$ cat src/rtl/spi_rx_pkg.sv
// Shared types and helpers for the SPI frame receiver.
package spi_rx_pkg;

  typedef enum logic {
    IDLE   = 1'b0,
    ACTIVE = 1'b1
  } state_t;

  localparam int unsigned SYNC_STAGES = 2;

  // Ceiling log2, used to size pointers and counters at elaboration.
  function automatic int unsigned clog2(input int unsigned v);
    int unsigned r;
    r = 0;
    while ((32'd1 << r) < v) r = r + 1;
    return r;
  endfunction

endpackage

$ cat src/rtl/spi_rx_fifo.sv
// Holding buffer between the deserialiser and the output stream.
// SPI_RX_FIFO_EN defined: FIFO_DEPTH-entry circular FIFO; otherwise a single register.
module spi_rx_fifo
  import spi_rx_pkg::*;
#(
  parameter int unsigned DATA_W     = 8,
  parameter int unsigned FIFO_DEPTH = 4
) (
  input  logic              clk,
  input  logic              rst_n,
  input  logic              push,
  input  logic [DATA_W-1:0] din,
  input  logic              pop,
  output logic              full,
  output logic              empty,
  output logic [DATA_W-1:0] dout
);

`ifdef SPI_RX_FIFO_EN
  localparam int unsigned AW = clog2(FIFO_DEPTH);

  logic [DATA_W-1:0] mem [FIFO_DEPTH];
  logic [AW:0]       wr_ptr;
  logic [AW:0]       rd_ptr;
  logic              wr_en;
  logic              rd_en;

  // Extra pointer MSB separates full from empty when the index bits match.
  assign empty = (wr_ptr == rd_ptr);
  assign full  = (wr_ptr[AW] != rd_ptr[AW]) && (wr_ptr[AW-1:0] == rd_ptr[AW-1:0]);
  assign rd_en = pop && !empty;
  assign wr_en = push && (!full || rd_en);
  assign dout  = mem[rd_ptr[AW-1:0]];

  // Pointer and storage update; storage cleared so dout reads 0 out of reset.
  always_ff @(posedge clk or negedge rst_n) begin
    if (!rst_n) begin
      wr_ptr <= '0;
      rd_ptr <= '0;
      for (int i = 0; i < int'(FIFO_DEPTH); i++) mem[i] <= '0;
    end else begin
      if (wr_en) begin
        mem[wr_ptr[AW-1:0]] <= din;
        wr_ptr              <= wr_ptr + (AW+1)'(1);
      end
      if (rd_en) rd_ptr <= rd_ptr + (AW+1)'(1);
    end
  end
`else
  logic [DATA_W-1:0] hold_q;
  logic              valid_q;
  logic              unused_depth;

  // Depth parameter has no effect in the single-register build.
  assign unused_depth = (FIFO_DEPTH > 1);

  assign full  = valid_q;
  assign empty = !valid_q;
  assign dout  = hold_q;

  // Single-entry hold; a pop frees the slot for a same-cycle push.
  always_ff @(posedge clk or negedge rst_n) begin
    if (!rst_n) begin
      hold_q  <= '0;
      valid_q <= 1'b0;
    end else if (push && (!valid_q || pop)) begin
      hold_q  <= din;
      valid_q <= 1'b1;
    end else if (pop) begin
      valid_q <= 1'b0;
    end
  end
`endif

endmodule

$ cat src/rtl/spi_frame_receiver.sv
// Peripheral-side SPI mode-0 receiver: oversampled pins, MSB-first words,
// valid/ready output behind a holding buffer.
// Build option: SPI_RX_FIFO_EN selects a FIFO_DEPTH-entry FIFO instead of one register.
module spi_frame_receiver
  import spi_rx_pkg::*;
#(
  parameter int unsigned DATA_W     = 8,
  parameter int unsigned FIFO_DEPTH = 4
) (
  input  logic              clk,
  input  logic              rst_n,
  input  logic              spi_clock,
  input  logic              spi_data,
  input  logic              cs_n,
  output logic [DATA_W-1:0] m_data,
  output logic              m_valid,
  input  logic              m_ready,
  output logic              frame_done,
  output logic              frag_err,
  output logic              overrun,
  input  logic              clr_err
);

  localparam int unsigned CNT_W = clog2(DATA_W + 1);

  logic [SYNC_STAGES-1:0] sck_sync;
  logic [SYNC_STAGES-1:0] data_sync;
  logic [SYNC_STAGES-1:0] cs_sync;
  logic                   sck_d;
  logic                   sck_rise_c;
  logic                   data_s;
  logic                   cs_s;

  state_t                 state;
  logic [DATA_W-1:0]      shift_reg;
  logic [CNT_W-1:0]       bit_cnt;
  logic                   push_q;

  logic                   buf_full;
  logic                   buf_empty;

  // Pin synchronisers plus the extra SCK stage for rise detection.
  always_ff @(posedge clk or negedge rst_n) begin
    if (!rst_n) begin
      sck_sync  <= '0;
      data_sync <= '0;
      cs_sync   <= '1;
      sck_d     <= 1'b0;
    end else begin
      sck_sync  <= {sck_sync[SYNC_STAGES-2:0], spi_clock};
      data_sync <= {data_sync[SYNC_STAGES-2:0], spi_data};
      cs_sync   <= {cs_sync[SYNC_STAGES-2:0], cs_n};
      sck_d     <= sck_sync[SYNC_STAGES-1];
    end
  end

  assign sck_rise_c = sck_sync[SYNC_STAGES-1] && !sck_d;
  assign data_s     = data_sync[SYNC_STAGES-1];
  assign cs_s       = cs_sync[SYNC_STAGES-1];

  // Frame FSM with deserialiser; a cs_n release takes priority over a coincident SCK rise.
  always_ff @(posedge clk or negedge rst_n) begin
    if (!rst_n) begin
      state      <= IDLE;
      shift_reg  <= '0;
      bit_cnt    <= '0;
      push_q     <= 1'b0;
      frame_done <= 1'b0;
      frag_err   <= 1'b0;
    end else begin
      push_q     <= 1'b0;
      frame_done <= 1'b0;
      frag_err   <= 1'b0;
      case (state)
        IDLE: begin
          if (!cs_s) begin
            state     <= ACTIVE;
            shift_reg <= '0;
            bit_cnt   <= '0;
          end
        end
        ACTIVE: begin
          if (cs_s) begin
            state      <= IDLE;
            frame_done <= 1'b1;
            frag_err   <= (bit_cnt != '0);
          end else if (sck_rise_c) begin
            shift_reg <= {shift_reg[DATA_W-2:0], data_s};
            if (bit_cnt == CNT_W'(DATA_W - 1)) begin
              bit_cnt <= '0;
              push_q  <= 1'b1;
            end else begin
              bit_cnt <= bit_cnt + CNT_W'(1);
            end
          end
        end
        default: state <= IDLE;
      endcase
    end
  end

  // Completed word is pushed the cycle after its last bit lands in shift_reg.
  spi_rx_fifo #(
    .DATA_W    (DATA_W),
    .FIFO_DEPTH(FIFO_DEPTH)
  ) u_fifo (
    .clk  (clk),
    .rst_n(rst_n),
    .push (push_q),
    .din  (shift_reg),
    .pop  (m_ready),
    .full (buf_full),
    .empty(buf_empty),
    .dout (m_data)
  );

  assign m_valid = !buf_empty;

  // Sticky drop flag; clear wins over a same-cycle drop.
  always_ff @(posedge clk or negedge rst_n) begin
    if (!rst_n) begin
      overrun <= 1'b0;
    end else if (clr_err) begin
      overrun <= 1'b0;
    end else if (push_q && buf_full && !(m_ready && !buf_empty)) begin
      overrun <= 1'b1;
    end
  end

endmodule

$ cat config.mk
export PLATFORM = sky130hd
export DESIGN_NAME = spi_frame_receiver
export DESIGN_NICKNAME = d
export VERILOG_FILES = /design/src/rtl/spi_rx_pkg.sv /design/src/rtl/spi_rx_fifo.sv /design/src/rtl/spi_frame_receiver.sv
export SDC_FILE = /design/constraint.sdc
export NUM_CORES = 1
export LEC_CHECK = 0
export CAP_MARGIN = 10
export CORE_MARGIN = 2
export CORE_UTILIZATION = 49
export CTS_BUF_LIST = sky130_fd_sc_hd__clkbuf_2
export DETAILED_ROUTE_END_ITERATION = 16
export PLACE_DENSITY = 0.85
export SLEW_MARGIN = 25
export SYNTH_ARGS = -nofsm -noshare
export SYNTH_HDL_FRONTEND = slang
export SYNTH_SLANG_ARGS = --single-unit
$ cat constraint.sdc
create_clock -name clk -period 1.4 [get_ports clk]
set_input_delay 0.21 -clock clk [delete_from_list [all_inputs] [get_ports clk]]
set_output_delay 0.21 -clock clk [all_outputs]
set_load 0.01 [all_outputs]
==> reports/results.tsv <==
stage	metric	value	unit
route	drt_pre_antenna_iters	4	
die	die-area	2924	um2
die	die_w	54.08	um
finish	n_fill_cell	191	
global_routing	grt_pass1_wl	3318	um
clock_network	cts_inserted_buffers	5	
finish	areaGrowthSynthToFinish	24.75	%
timing	min_period	1.362	ns
clock_network	clk-insertion-delay-late	0.35	ns
timing	whs	0.1902	ns
global_routing	grt_pass1_vias	746	
global_routing	antenna_found_initial	0	
timing	finalCritPeriodShare	97.31	%
global_routing	grt.overflow.total	0	
synthesis	seq_area_frac_synth	67.41	%
setup_path	rr_startpoint	bit_cnt[1]	
route	drt-total-wl	2094	um
setup_path	cp.required	1.64	ns
synthesis	yosysWarningCount	0	
placement	hpwl	1472	um
placement	portBuffers	18	
timing	setup-violations-final	0	
power_and_ir_drop	power_density	990.5	nW/um2
synthesis	synth_area	1229	um2
clock_network	cts.sinks	33	
power_and_ir_drop	p_leak	0.7875	nW
route	antenna_left	0	
clock_network	cts_tree	built	
timing	max-slew-margin-rel	78.25	%
timing	slew_viol_final	0	
timing	hold_viol	0	
setup_path	reg2reg_to	bit_cnt[2]	
clock_network	cts_root_buf	clkbuf_2	
clock_network	cts_buffer_depth	2	
setup_path	crit_end	bit_cnt[2]	
route	route.detailed.drc	0	
die	core	2432	um2
synthesis	synth-seq-cells	33	
setup_path	cp.arrival	1.60	ns
timing	tightest_slew	0.3262	ns
power_and_ir_drop	ir_drop	0.8219	mV
synthesis	syn_area_per_cell	14.80	um2
worst_hold_path	hold_path_class	in -> async	
finish	n_antenna_cell	0	
finish	drive_gt1_share	25.89	%
timing	rsz0062_at_grt	false	
setup_path	worstSetupEndpointType	flop	
die	io-pin-count	19	
global_routing	grt_util_all_layers	16.88	%
synthesis	synthTopCellsByArea	dfrtp_1 63%, mux2_2 8.2%, a22o_1 7.1%, dfstp_2 4.3%, ha_1 2.0%	
placement	dp.cells	133	
setup_path	worstPathMaxFanout	4	
setup_path	r2r_cells	4	
clock_network	cts_max_level	2	
die	start_util	50.51	%
timing	skew	0.02626	ns
route	wl_per_cell	14.75	um
setup_path	crit_start	bit_cnt[1]	
job	drv_cap	0	
power_and_ir_drop	power	1.518	mW
setup_path	cp-start-kind	flop	
route	vias	760	
setup_path	r2r_slack	0.04	ns
route	drt_iter0_drc	6	
placement	place_congestion	0.8027	
route	viasPerCell	5.352	
placement	preCtsSetupSlack	-0.09496	ns
timing	max_freq	734.1	MHz
global_routing	grt_start_max_net_pins	34	
finish	nNetsFinal	120	
synthesis	syn_inst	83	
finish	fin_util	63.01	%
synthesis	synth_nets	92	
synthesis	synth_top_cell_area_share	63.14	%
synthesis	yosysTopAreaCell	dfrtp_1	
finish	final_cells	142	
clock_network	clk_pin_slew	0.17	ns
synthesis	synth.distinct_cells	24	
setup_path	critPathKind	reg -> reg	
die	die_y	54.08	um
clock_network	cts_hold_buf	0	
outcome	status	finished, final reports clean	
timing	setup_ws	0.03770	ns
die	rows	18	
[through the flow]
stage	area, um2	setup TNS [ns]
after global placement	1489	-0.5263
after CTS	1523	0
after global routing	1533	0
after floorplan	1229	0
after detailed placement	1489	-0.7190
final	1533	0
[worst min path at each step]
stage                    to  slack (ns)
6_report       shift_reg[6]        0.19
3_3_place_gp    sck_sync[1]        0.33
2_1_floorplan    bit_cnt[0]       -0.09
3_5_place_dp   data_sync[1]        0.34
5_1_grt        shift_reg[6]        0.19
4_1_cts         u_fifo.full        0.18
[worst max-delay path: stages, from the launching register on]
cell	delay, ns
dfrtp_1	0.45
ha_4	0.18
nand3b_1	0.08
mux2_2	0.33
a22o_2	0.20
[cell type report]
type	count	area, um2	area share (%)
inverters	5	18.77	1.224
clock inverters	1	3.754	0.2449
repair buffers	24	235.2	15.35
multi-input cells	42	374.1	24.41
well taps	30	37.54	2.449
flip-flops and latches	33	828.3	54.04
clock buffers	7	35.03	2.286
[report_power, final]
| part | switching (mW) | internal [mW] |
|---|---|---|
| logic | 0.0489 | 0.0492 |
| registers | 0.0204 | 0.979 |
| clock network | 0.287 | 0.134 |
[timing repair]
item	in CTS	in global routing
setup endpoints to repair	13	1
setup buffers	1	0
pin swaps	0	0
gates resized for setup	13	1
[cell usage in the layout (no fill, tap or decap)]
| cell type | netlist | final |
|---|---|---|
| dfstp_2 | 2 | 2 |
| nor2_1 | 3 | 3 |
| nand2b_2 | 1 | 1 |
| clkdlybuf4s50_1 | 0 | 6 |
| nand3_2 | 1 | 1 |
| dfrtp_1 | 31 | 31 |
| a21boi_0 | 1 | 1 |
| nand2_1 | 1 | 1 |
| nand2b_1 | 2 | 2 |
| mux2_2 | 9 | 9 |
| a221o_1 | 1 | 1 |
| a22o_1 | 10 | 10 |
| nand3b_1 | 1 | 1 |
| buf_12 | 0 | 2 |
| inv_1 | 5 | 5 |
| clkinv_1 | 0 | 1 |
| o311a_1 | 1 | 1 |
| and2_1 | 1 | 1 |
| a22o_2 | 1 | 1 |
| dlygate4sd2_1 | 0 | 12 |
| buf_4 | 2 | 4 |
| nor3b_1 | 2 | 2 |
| a31oi_1 | 2 | 2 |
| nor3_1 | 1 | 1 |
| and4_2 | 1 | 1 |
| a21o_1 | 1 | 1 |
| ha_1 | 2 | 1 |
| ha_4 | 0 | 1 |
| clkbuf_2 | 0 | 7 |
[cells in the mapped netlist]
master	number
and4_2	1
inv_1	5
nand2_1	1
a31oi_1	2
ha_1	2
dfrtp_1	31
nand2b_2	1
a21boi_0	1
nand3_2	1
nand3b_1	1
a21o_1	1
mux2_2	9
o311a_1	1
a221o_1	1
nand2b_1	2
buf_4	2
nor3_1	1
buf_2	1
a22o_2	1
nor3b_1	2
dfstp_2	2
a22o_1	10
and2_1	1
nor2_1	3
[logic make-up after synthesis]
family	Yosys count	share of synthesized area, %
AND/OR/NAND/NOR	14	7.331
flip-flops	33	67.41
multiplexers	9	8.249
AO/OA/AOI/OAI	17	11.81
adder cells (fa/ha/maj)	2	2.036
buffers and inverters	8	3.156
[routing by layer]
| metal | vias up | wire length, um | share of wire (%) | global-route usage [%] |
|---|---|---|---|---|
| li1 | 354 | - | - | - |
| met1 | 380 | 911 | 44 | 20.30 |
| met2 | 21 | 1039 | 50 | 26.63 |
| met3 | 5 | 113 | 5.4 | 6.389 |
| met4 | 0 | 29 | 1.4 | 8.333 |
| met5 | - | 0 | 0 | 0 |
Power figures use the tool's default switching activity.
